$ cat src/rtl/whack_game_controller.sv
// Whack-a-mole game sequencer: start/end handshake with the game timer, LFSR mole spawn, hit scoring.
// Latency: StartKey edge -> ARM next cycle -> GameStart two cycles later; hits register one cycle after the switch edge.
// Backpressure: none; inputs are sampled every cycle and all outputs are registered.
// Ports: ClockIn/Reset (sync, active-high); StartKey, HitSw[NUM_MOLES], TimerDone in;
//        GameStart, GameDone, MoleLed[NUM_MOLES] (one-hot or 0), HitPulse, ScoreOnes/Tens/Hundreds (BCD) out.
module whack_game_controller #(
  parameter int         NUM_MOLES  = 10,
  parameter int         MOLE_TICKS = 25000000,
  parameter logic [7:0] LFSR_SEED  = 8'hA5
) (
  input  logic                 ClockIn,
  input  logic                 Reset,
  input  logic                 StartKey,
  input  logic [NUM_MOLES-1:0] HitSw,
  input  logic                 TimerDone,
  output logic                 GameStart,
  output logic                 GameDone,
  output logic [NUM_MOLES-1:0] MoleLed,
  output logic                 HitPulse,
  output logic [3:0]           ScoreOnes,
  output logic [3:0]           ScoreTens,
  output logic [3:0]           ScoreHundreds
);

  localparam int CW = $clog2(MOLE_TICKS);

  typedef enum logic [1:0] {IDLE, ARM, PLAY, DONE} state_t;

  state_t               state_q, state_d;
  logic                 start_q;
  logic [NUM_MOLES-1:0] hit_q;
  logic [7:0]           lfsr_q, lfsr_d;
  logic [CW-1:0]        life_q, life_d;

  logic                 game_start_d, game_done_d, hit_pulse_d;
  logic [NUM_MOLES-1:0] mole_d;
  logic [3:0]           ones_d, tens_d, hund_d;

  logic                 start_edge;
  logic [NUM_MOLES-1:0] hit_edge;
  logic                 hit;
  logic [4:0]           spawn_v, spawn_idx;
  logic [NUM_MOLES-1:0] spawn_led;
  logic                 score_sat;

  assign start_edge = StartKey & ~start_q;
  assign hit_edge   = HitSw & ~hit_q;
  // MoleLed is one-hot, so masking the edges with it both selects the
  // active switch and collapses multiple edges into a single hit.
  assign hit        = |(hit_edge & MoleLed);

  // Fibonacci LFSR x^8+x^6+x^5+x^4+1; maximal length, so a nonzero seed never reaches 0.
  assign lfsr_d = {lfsr_q[6:0], lfsr_q[7] ^ lfsr_q[5] ^ lfsr_q[4] ^ lfsr_q[3]};

  // Fold the 4-bit random value into range; NUM_MOLES >= 8 keeps one subtraction sufficient.
  assign spawn_v   = {1'b0, lfsr_q[3:0]};
  assign spawn_idx = (spawn_v < 5'(NUM_MOLES)) ? spawn_v : spawn_v - 5'(NUM_MOLES);
  assign spawn_led = {{(NUM_MOLES-1){1'b0}}, 1'b1} << spawn_idx;

  assign score_sat = (ScoreOnes == 4'd9) && (ScoreTens == 4'd9) && (ScoreHundreds == 4'd9);

  // State register and all registered outputs.
  always_ff @(posedge ClockIn) begin
    if (Reset) begin
      state_q       <= IDLE;
      start_q       <= 1'b0;
      hit_q         <= '0;
      lfsr_q        <= LFSR_SEED;
      life_q        <= '0;
      GameStart     <= 1'b0;
      GameDone      <= 1'b0;
      MoleLed       <= '0;
      HitPulse      <= 1'b0;
      ScoreOnes     <= 4'd0;
      ScoreTens     <= 4'd0;
      ScoreHundreds <= 4'd0;
    end else begin
      state_q       <= state_d;
      start_q       <= StartKey;
      hit_q         <= HitSw;
      lfsr_q        <= lfsr_d;
      life_q        <= life_d;
      GameStart     <= game_start_d;
      GameDone      <= game_done_d;
      MoleLed       <= mole_d;
      HitPulse      <= hit_pulse_d;
      ScoreOnes     <= ones_d;
      ScoreTens     <= tens_d;
      ScoreHundreds <= hund_d;
    end
  end

  // Next-state logic.
  always_comb begin
    state_d = state_q;
    case (state_q)
      IDLE:    if (start_edge) state_d = ARM;
      ARM:     state_d = PLAY;
      PLAY:    if (TimerDone) state_d = DONE;
      DONE:    if (start_edge) state_d = ARM;
      default: state_d = IDLE;
    endcase
  end

  // Output / datapath next values.
  always_comb begin
    game_start_d = GameStart;
    game_done_d  = GameDone;
    mole_d       = MoleLed;
    hit_pulse_d  = 1'b0;
    ones_d       = ScoreOnes;
    tens_d       = ScoreTens;
    hund_d       = ScoreHundreds;
    life_d       = life_q;
    case (state_q)
      IDLE: begin
        game_start_d = 1'b0;
        game_done_d  = 1'b0;
      end
      ARM: begin
        ones_d       = 4'd0;
        tens_d       = 4'd0;
        hund_d       = 4'd0;
        mole_d       = '0;
        game_done_d  = 1'b0;
        game_start_d = 1'b1;
      end
      PLAY: begin
        // Priority: time-up beats spawn, hit beats lifetime expiry.
        if (TimerDone) begin
          game_start_d = 1'b0;
          game_done_d  = 1'b1;
          mole_d       = '0;
        end else if (MoleLed == '0) begin
          mole_d = spawn_led;
          life_d = CW'(MOLE_TICKS - 1);
        end else if (hit) begin
          mole_d      = '0;
          hit_pulse_d = 1'b1;
          if (!score_sat) begin
            if (ScoreOnes != 4'd9) begin
              ones_d = ScoreOnes + 4'd1;
            end else begin
              ones_d = 4'd0;
              if (ScoreTens != 4'd9) begin
                tens_d = ScoreTens + 4'd1;
              end else begin
                tens_d = 4'd0;
                hund_d = ScoreHundreds + 4'd1;
              end
            end
          end
        end else if (life_q == '0) begin
          mole_d = '0;
        end else begin
          life_d = life_q - CW'(1);
        end
      end
      default: ;
    endcase
  end

endmodule
$ cat config.mk
export PLATFORM = sky130hd
export DESIGN_NAME = whack_game_controller
export DESIGN_NICKNAME = d
export VERILOG_FILES = /design/src/rtl/whack_game_controller.sv
export SDC_FILE = /design/constraint.sdc
export NUM_CORES = 1
export LEC_CHECK = 0
export CORE_ASPECT_RATIO = 0.8
export CORE_MARGIN = 2
export CORE_UTILIZATION = 52
export DETAILED_ROUTE_END_ITERATION = 16
export DONT_BUFFER_PORTS = 1
export PLACE_DENSITY = 0.67
export SLEW_MARGIN = 10
export SYNTH_ARGS = -nofsm -noshare
export SYNTH_HDL_FRONTEND = slang
export SYNTH_SLANG_ARGS = --single-unit
$ cat constraint.sdc
create_clock -name ClockIn -period 3.5 [get_ports ClockIn]
set_input_delay 1.05 -clock ClockIn [delete_from_list [all_inputs] [get_ports ClockIn]]
set_output_delay 1.05 -clock ClockIn [all_outputs]
set_load 0.1 [all_outputs]
==> run summary, run 1 <==
GR Overflow Total = 0
vias per cell = 5.770
vias in the first global route = 2,583
Clock Skew = 0.009379 ns
number of port buffers = 0
fin cells = 488
CP Cell Sequence = inv_1, ha_1, nand2b_1, nor3_1, nand3_1, or4_2, a31oi_1
Syn Area/Cell = 8.873 um2
setup TNS = 0 ns
antenna-violating nets left = 0
# IOs = 39
cells after synthesis = 381
die width = 94.15 um
number of flops mapped to enable cells by yosys = 0
Die Footprint = 7167 um2
filler instances = 575
relative slew slack = 35.45%
RePlAce Congestion = 0.7810
Area Growth Syn to Fin = 12.66%
Seq/Total Area, Yosys = 42.04%
largest net degree at the start of global routing = 56
Final Worst Setup Slack = 0.5081 ns
DR vias = 2,816
fraction of layout instances using a drive strength above 1 = 14.60%
crit end category = flip-flop
Ys Warns = 0
Max Slew Vio Count = 0
met3 usage = 7.023%
crit start category = flip-flop
Clock Pin Slew Worst Setup and Hold Paths = 0.08 ns
Setup-failing EPs final = 0
Max-Cap Viols = 0
count leader, synth = dfxtp_1
PostCTS Resize Cnt = 0
Post-CTS Setup Repair Bufs = 0
Inserted Clock Buffers = 9
worst path bufs/invs = 1
Crit path max-delay family = simple AND/OR/NAND/NOR gates
Min-Delay Path Class = flip-flop to flip-flop
status = completed
Seq cells post-synth = 71
CTS Sinks = 71
post-synth top area cell = dfxtp_1
period utilization = 85.48%
Post-Syn Area = 3381 um2
Pre-antenna DRT Iters = 4
dpl cells = 472
Leakage = 0.001385 uW
GRT Max-Usage Layer = met1
Worst Max-Slew Pin Slew = 0.9669 ns
async set-reset flop share out of synthesis = 0%
Routed WL = 7185 um
CTS Hold Buffers Added = 0
top post-synthesis cells by area = dfxtp_1 42%, ha_1 4.8%, nand3b_1 3.3%
Crit Path Max Fanout = 18
Rows = 26
syn_nets = 408
VDD IR max = 0.0003270 V
minimum clock period = 2.992 ns
WL/cell = 14.72 um
Max Freq = 0.3342 GHz
Total GRT Usage = 21.32%
drc violations = 0
n_diodes = 0
CP Class = flip-flop to flip-flop
clk buf depth = 2
clock root buffer = clkbuf_8
top cells by count, synth = 71 x dfxtp_1, 23 x nor2_1, 18 x a21oi_1
WHS = 0.4145 ns
area share of the largest cell type after synthesis = 42.04%
Die Y-Extent = 76.12 um
core area = 6344 um2
Initial Utilization = 53.29%
library cells used by synthesis = 50
slowest cell on the critical path = or4_2
predominant post-synthesis flop cell = dfxtp_1
final hold viol count = 0
critical path depth = 7
hold depth = 1
dpl ws = 0.4512 ns
Crit path arrival time = 3.27 ns
RSZ-0062 raised after global routing = no
Layout Utilization = 60.04%
initial antenna violation count = 0
clk_lat worst skew = 0.35 ns
PD cells = 805.1 nW/um2
Final nets = 426
Global Route met1 Usage = 31.02%
CTS tree = done
Critical Path RT = 3.78 ns
DP HPWL = 4938 um
Max H-tree Level = 3
reg2reg path depth = 7
M2 GR Usage = 30.71%
DR iter-0 viols = 179
first-pass GRT wire length = 12,360 um
crit-path max cell delay = 0.67 ns
## per-layer routing
metal  up-vias  part of all wire, %
met5         -                    0
met4         0                 0.78
met3         6                  5.8
met2        57                   42
met1      1301                   51
li1       1452                    -
## final timing paths
check                                 end  slack, ns  startpoint
worst min-delay path            lfsr_q[7]       0.41   lfsr_q[6]
worst max register to register  life_q[5]       0.51  state_q[0]
worst max-delay path            life_q[5]       0.51  state_q[0]
worst min register to register  lfsr_q[7]       0.41   lfsr_q[6]
## through the flow
step	power, uW	cell area, um2
final	3066	3809
after global routing	3293	3809
after CTS	3062	3809
after detailed placement	2390	3605
after global placement	2358	3605
after floorplan	2170	3381
## registers in the layout, summed over array words and instances, names as in the netlist
register / count
state_q: 2
life_q: 25
hit_q: 10
GameDone: 1
lfsr_q: 8
ScoreHundreds: 4
ScoreOnes: 4
HitPulse: 1
MoleLed: 10
ScoreTens: 4
start_q: 1
GameStart: 1
## power by group
group          switching [uW]  internal, uW
clock network             333           336
logic                     814           477
registers                 166           940
total                    1310          1750
## cells in the final DEF (no fill, tap or decap), drive strengths merged, types with 3 or more instances in the layout
cell and count:
a211oi 11, a21oi 18, or4 13, nand2b 12, clkbuf 9, o2bb2ai 9
nor3 17, nand3b 15, a31oi 10, dfxtp 71, o31ai 11, buf 27
nand4 10, inv 16, o21ai 9, nand3 13, xnor2 6, and3 3
or3 5, xor2 4, ha 13, nor4 11, nor2 23, nand2 14
or2 9, nor2b 16
## logic make-up after synthesis
kind of cell	Yosys count	share of synthesized area [%]
simple gates	170	29.68
compound gates	82	16.51
flops	71	42.04
buf+inv	34	4.034
fa+ha+maj	13	4.811
xor+xnor	10	2.591
mux	1	0.3331
## final cells by class
cell class,count,area [um2],area share [%]
Clock inverter,7,80.08,2.102
Tap cell,84,105.1,2.760
Inverter,14,52.55,1.380
Clock buffer,9,123.9,3.252
Timing Repair Buffer,27,202.7,5.322
Sequential cell,71,1421,37.32
Multi-Input combinational cell,276,1823,47.86
(Power assumes the default switching activity.)
==> inputs of run 2 (changes only) <==
- CORE_UTILIZATION: 52 -> 45
- PLACE_DENSITY: 0.67 -> unset
==> run 2 against run 1 <==
Worst setup slack gained 0.021 ns; largest cell class unchanged; critical path type unchanged; flip-flop and latch count stayed put; largest power group unchanged; die area grew 15%.
==> run summary, run 2 (synthesis gave the netlist of run 1 again) <==
GR Overflow Total = 0 (unchanged)
Crit path arrival time = 3.25 ns (was 3.27 ns)
CTS Hold Buffers Added = 0 (unchanged)
clk buf depth = 2 (unchanged)
Switching Fraction = 42.33% (was 42.81%)
initial antenna violation count = 0 (unchanged)
VDD IR max = 0.0002796 V (was 0.0003270 V)
Top reg by flops = life_q (unchanged)
period utilization = 84.88% (was 85.48%)
hold depth = 1 (unchanged)
reg2reg path depth = 7 (unchanged)
Final nets = 426 (unchanged)
biggest regs = life_q (25), MoleLed (10), hit_q (10) (unchanged)
relative slew slack = 35.59% (was 35.45%)
Setup-failing EPs final = 0 (unchanged)
n_diodes = 0 (unchanged)
status = completed (unchanged)
RSZ-0062 raised after global routing = no (unchanged)
WL/cell = 14.90 um (was 14.72 um)
clk_lat worst skew = 0.35 ns (about the same)
P_sw = 1298 uW (was 1313 uW)
Max Freq = 0.3366 GHz (was 0.3342 GHz)
antenna-violating nets left = 0 (unchanged)
PostCTS Resize Cnt = 0 (unchanged)
Min-Delay Path Class = flip-flop to flip-flop (unchanged)
Post-CTS Setup Repair Bufs = 0 (unchanged)
CTS tree = done (unchanged)
Clock Skew = 0.005049 ns (was 0.009379 ns)
Die Y-Extent = 81.53 um (was 76.12 um)
final hold viol count = 0 (unchanged)
# IOs = 39 (unchanged)
vias per cell = 5.702 (was 5.770)
crit end category = flip-flop (unchanged)
drc violations = 0 (unchanged)
Worst Max-Slew Pin Slew = 0.9648 ns (was 0.9669 ns)
CTS Sinks = 71 (unchanged)
Total GRT Usage = 18.72% (was 21.32%)
die width = 100.9 um (was 94.15 um)
Rows = 28 (was 26)
Final Worst Setup Slack = 0.5293 ns (was 0.5081 ns)
fraction of layout instances using a drive strength above 1 = 14.60% (unchanged)
Critical Path RT = 3.78 ns (about the same)
most frequent cells in the layout = 71 x dfxtp_1, 27 x buf_4, 23 x nor2_1, 18 x a21oi_1, 17 x nor3_1 (unchanged)
crit start category = flip-flop (unchanged)
DR vias = 2,817 (was 2,816)
Area Growth Syn to Fin = 12.92% (was 12.66%)
first-pass GRT wire length = 11,990 um (was 12,360 um)
Max H-tree Level = 3 (unchanged)
setup TNS = 0 ns (unchanged)
max reg flops = 25 (unchanged)
largest net degree at the start of global routing = 56 (unchanged)
clock root buffer = clkbuf_8 (unchanged)
Pint = 1768 uW (was 1754 uW)
Routed WL = 7363 um (was 7185 um)
Crit Path Max Fanout = 18 (unchanged)
combinational share of power = 41.7% (was 42.1%)
Max Slew Vio Count = 0 (unchanged)
Inserted Clock Buffers = 9 (unchanged)
Leakage = 0.001388 uW (was 0.001385 uW)
Clk pwr share = 22.1% (was 21.8%)
Pre-antenna DRT Iters = 4 (unchanged)
minimum clock period = 2.971 ns (was 2.992 ns)
number of port buffers = 0 (unchanged)
DR iter-0 viols = 175 (was 179)
RePlAce Congestion = 0.7715 (was 0.7810)
CP Class = flip-flop to flip-flop (unchanged)
core area = 7357 um2 (was 6344 um2)
share of power burned in registers = 36.2% (was 36.1%)
PD cells = 803.3 nW/um2 (was 805.1 nW/um2)
dpl ws = 0.4545 ns (was 0.4512 ns)
Clock Pin Slew Worst Setup and Hold Paths = 0.08 ns (about the same)
Initial Utilization = 45.95% (was 53.29%)
DP HPWL = 5110 um (was 4938 um)
vias in the first global route = 2,453 (was 2,583)
Die Footprint = 8226 um2 (was 7167 um2)
most common cell after layout, fill and taps aside = dfxtp_1 (unchanged)
Max-Cap Viols = 0 (unchanged)
[run 2: cell count changes in the layout (fill, tap and decap cells not counted), sizes merged]
cell    before  now
clkinv       2    1
clkbuf       9   10
[run 2: per-stage QoR]
step / total power, uW / cells / cell area (um2) / hold WS, ns / util, %
after floorplan: 2170 / 381 / 3381 / 0.3895 / -
after global routing: 3295 / 494 / 3817 / 0.4570 / 51.89
after CTS: 3086 / 494 / 3817 / 0.4229 / 51.89
final: 3066 / 494 / 3817 / 0.4205 / 51.89
after detailed placement: 2394 / 478 / 3612 / 0.4027 / 49.10
after global placement: 2369 / 478 / 3612 / 0.3920 / 49.10
[run 2: per-layer routing]
metal / track usage (%) / vias to the layer above / wire, um
li1: - / 1452 / -
met1: 25.71 / 1316 / 3809
met5: 0 / - / 0
met4: 5.676 / 0 / 63
met2: 27.33 / 45 / 3126
met3: 7.064 / 4 / 364
[run 2: area by class of cell]
class	count	area (um2)
clock inverters	6	67.56
well taps	90	112.6
inverters	14	52.55
fillers	709	3540
multi-input cells	276	1823
clock buffers	10	137.6
repair buffers	27	202.7
flip-flops and latches	71	1421
[run 2: power by group through the flow]
stage               Clock [uW]  Combinational [uW]  Sequential, uW
floorplan                    0                 982            1190
global placement             0                1250            1120
detailed placement           0                1270            1120
CTS                        700                1280            1110
global route               736                1430            1130
finish                     678                1280            1110
[run 2: worst paths after layout]
check                  start  slack (ns)   endpoint
setup / recovery  state_q[0]        0.53  life_q[5]
hold / removal     lfsr_q[6]        0.42  lfsr_q[7]
setup reg to reg  state_q[0]        0.53  life_q[5]
hold reg to reg    lfsr_q[6]        0.42  lfsr_q[7]
[run 2: worst max-delay path, cell delays in order, from the launching register on]
cell and delay, ns:
dfxtp_1 0.37, inv_1 0.08, ha_1 0.49, nand2b_1 0.29
nor3_1 0.53, nand3_1 0.32, or4_2 0.67, a31oi_1 0.16
